### src/rtl/phase_accumulator_mc.sv
// Time-multiplexed multi-channel DDS phase accumulator: one shared adder serves
// NUM_CH channels round-robin and emits a (channel, phase, square, wrap) stream.
module phase_accumulator_mc #(
  parameter int unsigned NUM_CH  = 4,
  parameter int unsigned PHASE_W = 24,
  parameter int unsigned FREQ_W  = 24,
  parameter int unsigned DUTY_W  = 8,
  parameter int unsigned CH_W    = 2
) (
  input  logic               clk,
  input  logic               rst_n,
  input  logic               enable,
  input  logic               cfg_we,
  input  logic [CH_W-1:0]    cfg_ch,
  input  logic [1:0]         cfg_addr,
  input  logic [PHASE_W-1:0] cfg_wdata,
  output logic               out_valid,
  output logic [CH_W-1:0]    out_ch,
  output logic [PHASE_W-1:0] out_phase,
  output logic               out_square,
  output logic               out_wrap
);

  localparam int unsigned SUM_W = PHASE_W + 1;
  localparam logic [CH_W:0]       NUM_CH_X = (CH_W+1)'(NUM_CH);
  localparam logic [CH_W-1:0]     LAST_CH  = CH_W'(NUM_CH - 1);
  localparam logic [DUTY_W-1:0]   DUTY_RST = DUTY_W'(2 ** (DUTY_W - 1));
  localparam bit                  SYNC_OK  = (NUM_CH > 1);

  logic [PHASE_W-1:0] phase_q   [NUM_CH];
  logic [PHASE_W-1:0] phase_d   [NUM_CH];
  logic [FREQ_W-1:0]  freq_q    [NUM_CH];
  logic [FREQ_W-1:0]  freq_d    [NUM_CH];
  logic [DUTY_W-1:0]  duty_q    [NUM_CH];
  logic [DUTY_W-1:0]  duty_d    [NUM_CH];
  logic [NUM_CH-1:0]  ch_en_q,   ch_en_d;
  logic [NUM_CH-1:0]  sync_en_q, sync_en_d;
  logic [NUM_CH-1:0]  pend_q,    pend_d;
  logic [CH_W-1:0]    p_q,       p_d;

  logic               out_valid_q,  out_valid_d;
  logic [CH_W-1:0]    out_ch_q,     out_ch_d;
  logic [PHASE_W-1:0] out_phase_q,  out_phase_d;
  logic               out_square_q, out_square_d;
  logic               out_wrap_q,   out_wrap_d;

  logic [CH_W-1:0]    p_nxt;
  logic               cfg_hit;
  logic               load_hit;
  logic [SUM_W-1:0]   sum;
  logic [PHASE_W-1:0] new_phase;
  logic               new_wrap;

  // Service update for channel p_q, then configuration writes layered on top.
  always_comb begin
    for (int i = 0; i < int'(NUM_CH); i++) begin
      phase_d[i] = phase_q[i];
      freq_d[i]  = freq_q[i];
      duty_d[i]  = duty_q[i];
    end
    ch_en_d      = ch_en_q;
    sync_en_d    = sync_en_q;
    pend_d       = pend_q;
    p_d          = p_q;
    out_valid_d  = 1'b0;
    out_ch_d     = out_ch_q;
    out_phase_d  = out_phase_q;
    out_square_d = out_square_q;
    out_wrap_d   = out_wrap_q;

    p_nxt    = (p_q == LAST_CH) ? '0 : p_q + CH_W'(1);
    cfg_hit  = cfg_we && ({1'b0, cfg_ch} < NUM_CH_X);
    load_hit = cfg_hit && enable && (cfg_addr == 2'd3) && (cfg_ch == p_q);
    sum      = {1'b0, phase_q[p_q]} + SUM_W'(freq_q[p_q]);

    // A colliding phase load wins over the accumulator update.
    if (load_hit) begin
      new_phase = cfg_wdata;
      new_wrap  = 1'b0;
    end else if (!ch_en_q[p_q]) begin
      new_phase = phase_q[p_q];
      new_wrap  = 1'b0;
    end else if (SYNC_OK && sync_en_q[p_q] && pend_q[p_q]) begin
      new_phase = '0;
      new_wrap  = 1'b0;
    end else begin
      new_phase = sum[PHASE_W-1:0];
      new_wrap  = sum[PHASE_W];
    end

    if (enable) begin
      p_d            = p_nxt;
      phase_d[p_q]   = new_phase;
      if (load_hit || (SYNC_OK && ch_en_q[p_q] && sync_en_q[p_q] && pend_q[p_q]))
        pend_d[p_q]  = 1'b0;
      if (new_wrap)
        pend_d[p_nxt] = 1'b1;
      out_valid_d  = 1'b1;
      out_ch_d     = p_q;
      out_phase_d  = new_phase;
      out_square_d = (new_phase[PHASE_W-1 -: DUTY_W] < duty_q[p_q]);
      out_wrap_d   = new_wrap;
    end

    // Non-phase registers written here only affect the next service.
    if (cfg_hit) begin
      case (cfg_addr)
        2'd0: freq_d[cfg_ch] = cfg_wdata[FREQ_W-1:0];
        2'd1: duty_d[cfg_ch] = cfg_wdata[DUTY_W-1:0];
        2'd2: begin
          ch_en_d[cfg_ch]   = cfg_wdata[1];
          sync_en_d[cfg_ch] = cfg_wdata[0];
        end
        default: phase_d[cfg_ch] = cfg_wdata;
      endcase
    end
  end

  always_ff @(posedge clk or negedge rst_n) begin
    if (!rst_n) begin
      for (int i = 0; i < int'(NUM_CH); i++) begin
        phase_q[i] <= '0;
        freq_q[i]  <= '0;
        duty_q[i]  <= DUTY_RST;
      end
      ch_en_q      <= '1;
      sync_en_q    <= '0;
      pend_q       <= '0;
      p_q          <= '0;
      out_valid_q  <= 1'b0;
      out_ch_q     <= '0;
      out_phase_q  <= '0;
      out_square_q <= 1'b0;
      out_wrap_q   <= 1'b0;
    end else begin
      for (int i = 0; i < int'(NUM_CH); i++) begin
        phase_q[i] <= phase_d[i];
        freq_q[i]  <= freq_d[i];
        duty_q[i]  <= duty_d[i];
      end
      ch_en_q      <= ch_en_d;
      sync_en_q    <= sync_en_d;
      pend_q       <= pend_d;
      p_q          <= p_d;
      out_valid_q  <= out_valid_d;
      out_ch_q     <= out_ch_d;
      out_phase_q  <= out_phase_d;
      out_square_q <= out_square_d;
      out_wrap_q   <= out_wrap_d;
    end
  end

  assign out_valid  = out_valid_q;
  assign out_ch     = out_ch_q;
  assign out_phase  = out_phase_q;
  assign out_square = out_square_q;
  assign out_wrap   = out_wrap_q;

endmodule
### config.mk
export PLATFORM = sky130hd
export DESIGN_NAME = phase_accumulator_mc
export DESIGN_NICKNAME = d
export VERILOG_FILES = /design/src/rtl/phase_accumulator_mc.sv
export SDC_FILE = /design/constraint.sdc
export NUM_CORES = 1
export LEC_CHECK = 0
export CAP_MARGIN = 20
export CORE_MARGIN = 3
export CORE_UTILIZATION = 55
export DETAILED_ROUTE_END_ITERATION = 6
export PLACE_DENSITY = 0.72
export SLEW_MARGIN = 20
export SYNTH_ARGS = -nofsm -noshare
export SYNTH_HDL_FRONTEND = slang
export SYNTH_SLANG_ARGS = --single-unit
### constraint.sdc
create_clock -name clk -period 6.4 [get_ports clk]
set_input_delay 1.28 -clock clk [delete_from_list [all_inputs] [get_ports clk]]
set_output_delay 1.28 -clock clk [all_outputs]
set_load 0.02 [all_outputs]
==> results_dict.tcl <==
set metrics [dict create \
    outcome "completed" \
    standby_leakage_power_nw 6.89 \
    num_rows 58 \
    synth-async-reset-ratio 1.00 \
    grt_start_max_net_pins 155 \
    synthesis.nets 1374 \
    peakVddDrop_v 0.000262 \
    worst_hold_path.endpoint "out_phase[18]" \
    insertedDiodeCount 0 \
    synth_flop_cell "dfrtp_1" \
    tightest_slew_ps 1160 \
    grt_pass1_wl_mm 64.4 \
    layout_worst_path_cycle_share 0.830 \
    final_layout_size_suffix_gt1_frac 0.240 \
    startpoint "p_q[0]" \
    timing.final.crit_period_ps 5310 \
    dpl-instance-area_sq_um 15100 \
    h_tree_levels 1 \
    max-slew-margin-rel 0.216 \
    fin_nets 1389 \
    post-cts-setup-buffers 0 \
    globalRoute.totalOverflow 0 \
    avgViaCountPerCell 6.50 \
    cp-start-kind "flop" \
    start_util 0.563 \
    routed_wl_mm 40.3 \
    dpl.hpwl_mm 25.2 \
    finalWeightedCongestion 0.930 \
    numPortBuffers 60 \
    die_area_sq_um 27900 \
    cp_data_arrival_time_ps 5790 \
    clk-insertion-delay-late_ps 560 \
    postRouteAntennaNets 0 \
    fin_worst_skew_ps 20.8 \
    synthesis.instances 1306 \
    max_clock_freq_mhz 188 \
    r2r.worst_path.cells 19 \
    post_synth_instance_area_sq_um 14300 \
    drt_pre_antenna_iters 5 \
    timing.hold.worst.start "out_phase[18]" \
    holdPathStages 2 \
    worstReg2RegStart "p_q[0]" \
    hold_buffers 0 \
    setup_tns_ps 0 \
    cts_sinks 267 \
    via_count_of_the_first_global_routing_pass 11121 \
    seq_area_frac_synth 0.469 \
    critical_path.max_fanout 36 \
    synth_enable_flop_cells 0 \
    average_footprint_of_a_synthesized_cell_sq_um 10.9 \
    worst-endpoint-required_ps 6880 \
    chip_height_microns 167 \
    synth-warning-count 0 \
    syn_to_final_growth_pct 13.2 \
    cts-root-buf "clkbuf_16" \
    slew_viol_final 0 \
    drc 0 \
    post-route-cell-area_sq_um 16200 \
    timing.rr.end "out_square" \
    start_to_end_type_of_the_worst_setup_path "reg2reg" \
    drt_iter0_drc 1335 \
    wire_per_inst_microns 24.1 \
    clkTransAtPathRegs_ps 60 \
    reg2reg_setup_slack_ps 1090 \
    die_w_microns 167 \
    track_usage 0.292 \
    grt_antenna_before_repair 0 \
    cap_viol_max_count 0 \
    hp-class "reg2reg" \
    synth_cell_types 79 \
    post_cts_resized 0 \
    core_sq_um 25300 \
    cts_tree "yes" \
    fin_util 0.638 \
    vias 10888 \
    io-pin-count 61 \
    synth.ff_latch_count 267 \
    timing_hold_violations_final 0 \
    cts-buffers-inserted 29 \
    cellPowerDensity_nw_per_um2 561 \
    critical_path_endpoint_category "flop" \
    grt_setup_unrepaired "false" \
    final-setup-viol-count 0 \
    clock_tree.buffer_depth 3 \
]
[synth_stat cells (3+ instances only)]
cell | n | area (sq um)
nand2_1 | 149 | 559
and2_1 | 6 | 37.5
dfstp_2 | 8 | 210
nor2b_1 | 5 | 31.3
clkbuf_2 | 3 | 15.0
xor2_1 | 5 | 43.8
mux4_2 | 57 | 1280
ha_1 | 35 | 438
a211oi_1 | 3 | 22.5
o21a_1 | 14 | 105
nand3b_1 | 3 | 22.5
o21bai_1 | 4 | 30.0
nor3_1 | 6 | 30.0
xnor2_1 | 9 | 78.8
nand2b_1 | 4 | 25.0
and3_1 | 16 | 100
o22a_1 | 4 | 35.0
a21oi_1 | 119 | 596
o21ai_1 | 19 | 95.1
inv_1 | 19 | 71.3
nand3_1 | 17 | 85.1
dfrtp_1 | 259 | 6480
buf_4 | 3 | 22.5
buf_1 | 17 | 63.8
nor3b_1 | 5 | 37.5
o31ai_1 | 6 | 45.0
a31oi_1 | 40 | 250
o21ai_0 | 39 | 195
o32ai_1 | 12 | 105
a221oi_1 | 5 | 43.8
nand4_1 | 4 | 25.0
a21o_1 | 13 | 97.6
buf_2 | 8 | 40.0
clkbuf_1 | 75 | 282
mux2_2 | 152 | 1710
nor2_1 | 106 | 398
or3_1 | 5 | 31.3
[through the flow]
stage | setup WS, ps | instances | power (mW) | hold slack, ps
CTS | 1120 | 1674 | 8.99 | 488
detailed placement | 1130 | 1620 | 7.19 | 475
finish | 1090 | 1674 | 9.05 | 486
global placement | 1240 | 1620 | 7.11 | 466
global route | 692 | 1674 | 9.63 | 503
floorplan | 1110 | 1306 | 5.91 | 474
[area by class of cell]
class,count,area [sq um]
Clock buffer,46,900
Clock inverter,8,123
Fill cell,1963,9180
Inverter,20,75.1
Multi-Input combinational cell,913,7100
Sequential cell,267,6700
Tap cell,330,413
Timing Repair Buffer,90,843
[cell families (layout without fill, tap and decap cells)]
kind of cell | Yosys count | after routing | share of synthesized area
compound gates | 312 | 312 | 0.138
xor+xnor | 14 | 14 | 0.00860
fa+ha+maj | 36 | 36 | 0.0321
buf+inv | 126 | 164 | 0.0349
flops | 267 | 267 | 0.469
mux | 212 | 212 | 0.212
simple gates | 339 | 339 | 0.105
[flip-flops by register name, indices dropped and copies added, names as in the netlist]
signal and flops:
out_phase 24, ch_en_q 4, duty_q 32, pend_q 4, out_wrap 1, phase_q 96, out_square 1, sync_en_q 4
out_ch 2, out_valid 1, p_q 2, freq_q 96
[worst max path at each step]
stage	slack (ps)	to
floorplan	1110	out_square
global placement	1240	out_square
detailed placement	1130	out_square
CTS	1120	out_square
global route	690	out_square
finish	1090	out_square
[cell usage in the layout (no fill, tap or decap), types with 5 or more instances in the layout]
master           synthesis  layout
nor3_1                   6       5
inv_1                   19      19
and3_1                  16      16
a21o_1                  13      13
dfstp_2                  8       8
ha_1                    35      35
or3_1                    5       5
a221oi_1                 5       5
dfrtp_1                259     257
o21a_1                  14      14
and2_1                   6       6
buf_4                    3      29
nand2_1                149     146
a31oi_1                 40      40
nand3_1                 17      17
xor2_1                   5       5
xnor2_1                  9       9
a21oi_1                119     119
o32ai_1                 12      12
clkbuf_1                75       6
clkbuf_8                 0      11
nor3b_1                  5       5
o21ai_1                 19      19
clkdlybuf4s50_1          0      59
o21ai_0                 39      39
mux2_2                 152     152
o31ai_1                  6       6
mux4_2                  57      57
clkbuf_16                0      29
nor2_1                 106     105
[worst max-delay path, stage by stage (launching register included)]
cell and delay, ps:
dfrtp_4 880, mux4_2 600, ha_1 390, a21o_1 230, a221o_1 330, nor2_2 240
nor4_2 110, or3_1 360, a311oi_1 280, nor3_1 90, o22ai_2 320, inv_1 90
ha_1 320, a21o_1 180, a21o_1 160, a21oi_1 140, nor2b_1 50, o21ai_0 130
nand3b_1 90, a22oi_1 210
[power by group]
group | internal (mW) | switching, mW | leakage, nW | total [mW]
sequential | 2.28 | 0.390 | 3.27 | 2.67
clock | 1.08 | 0.684 | 0.507 | 1.76
combinational | 2.01 | 2.60 | 3.11 | 4.62
[routing by layer]
metal	global-route usage	share of wire
met1	0.421	0.42
met2	0.462	0.46
met3	0.0551	0.095
met4	0.0757	0.023
met5	0	0
Note: power is estimated with default switching activity, not from simulation.
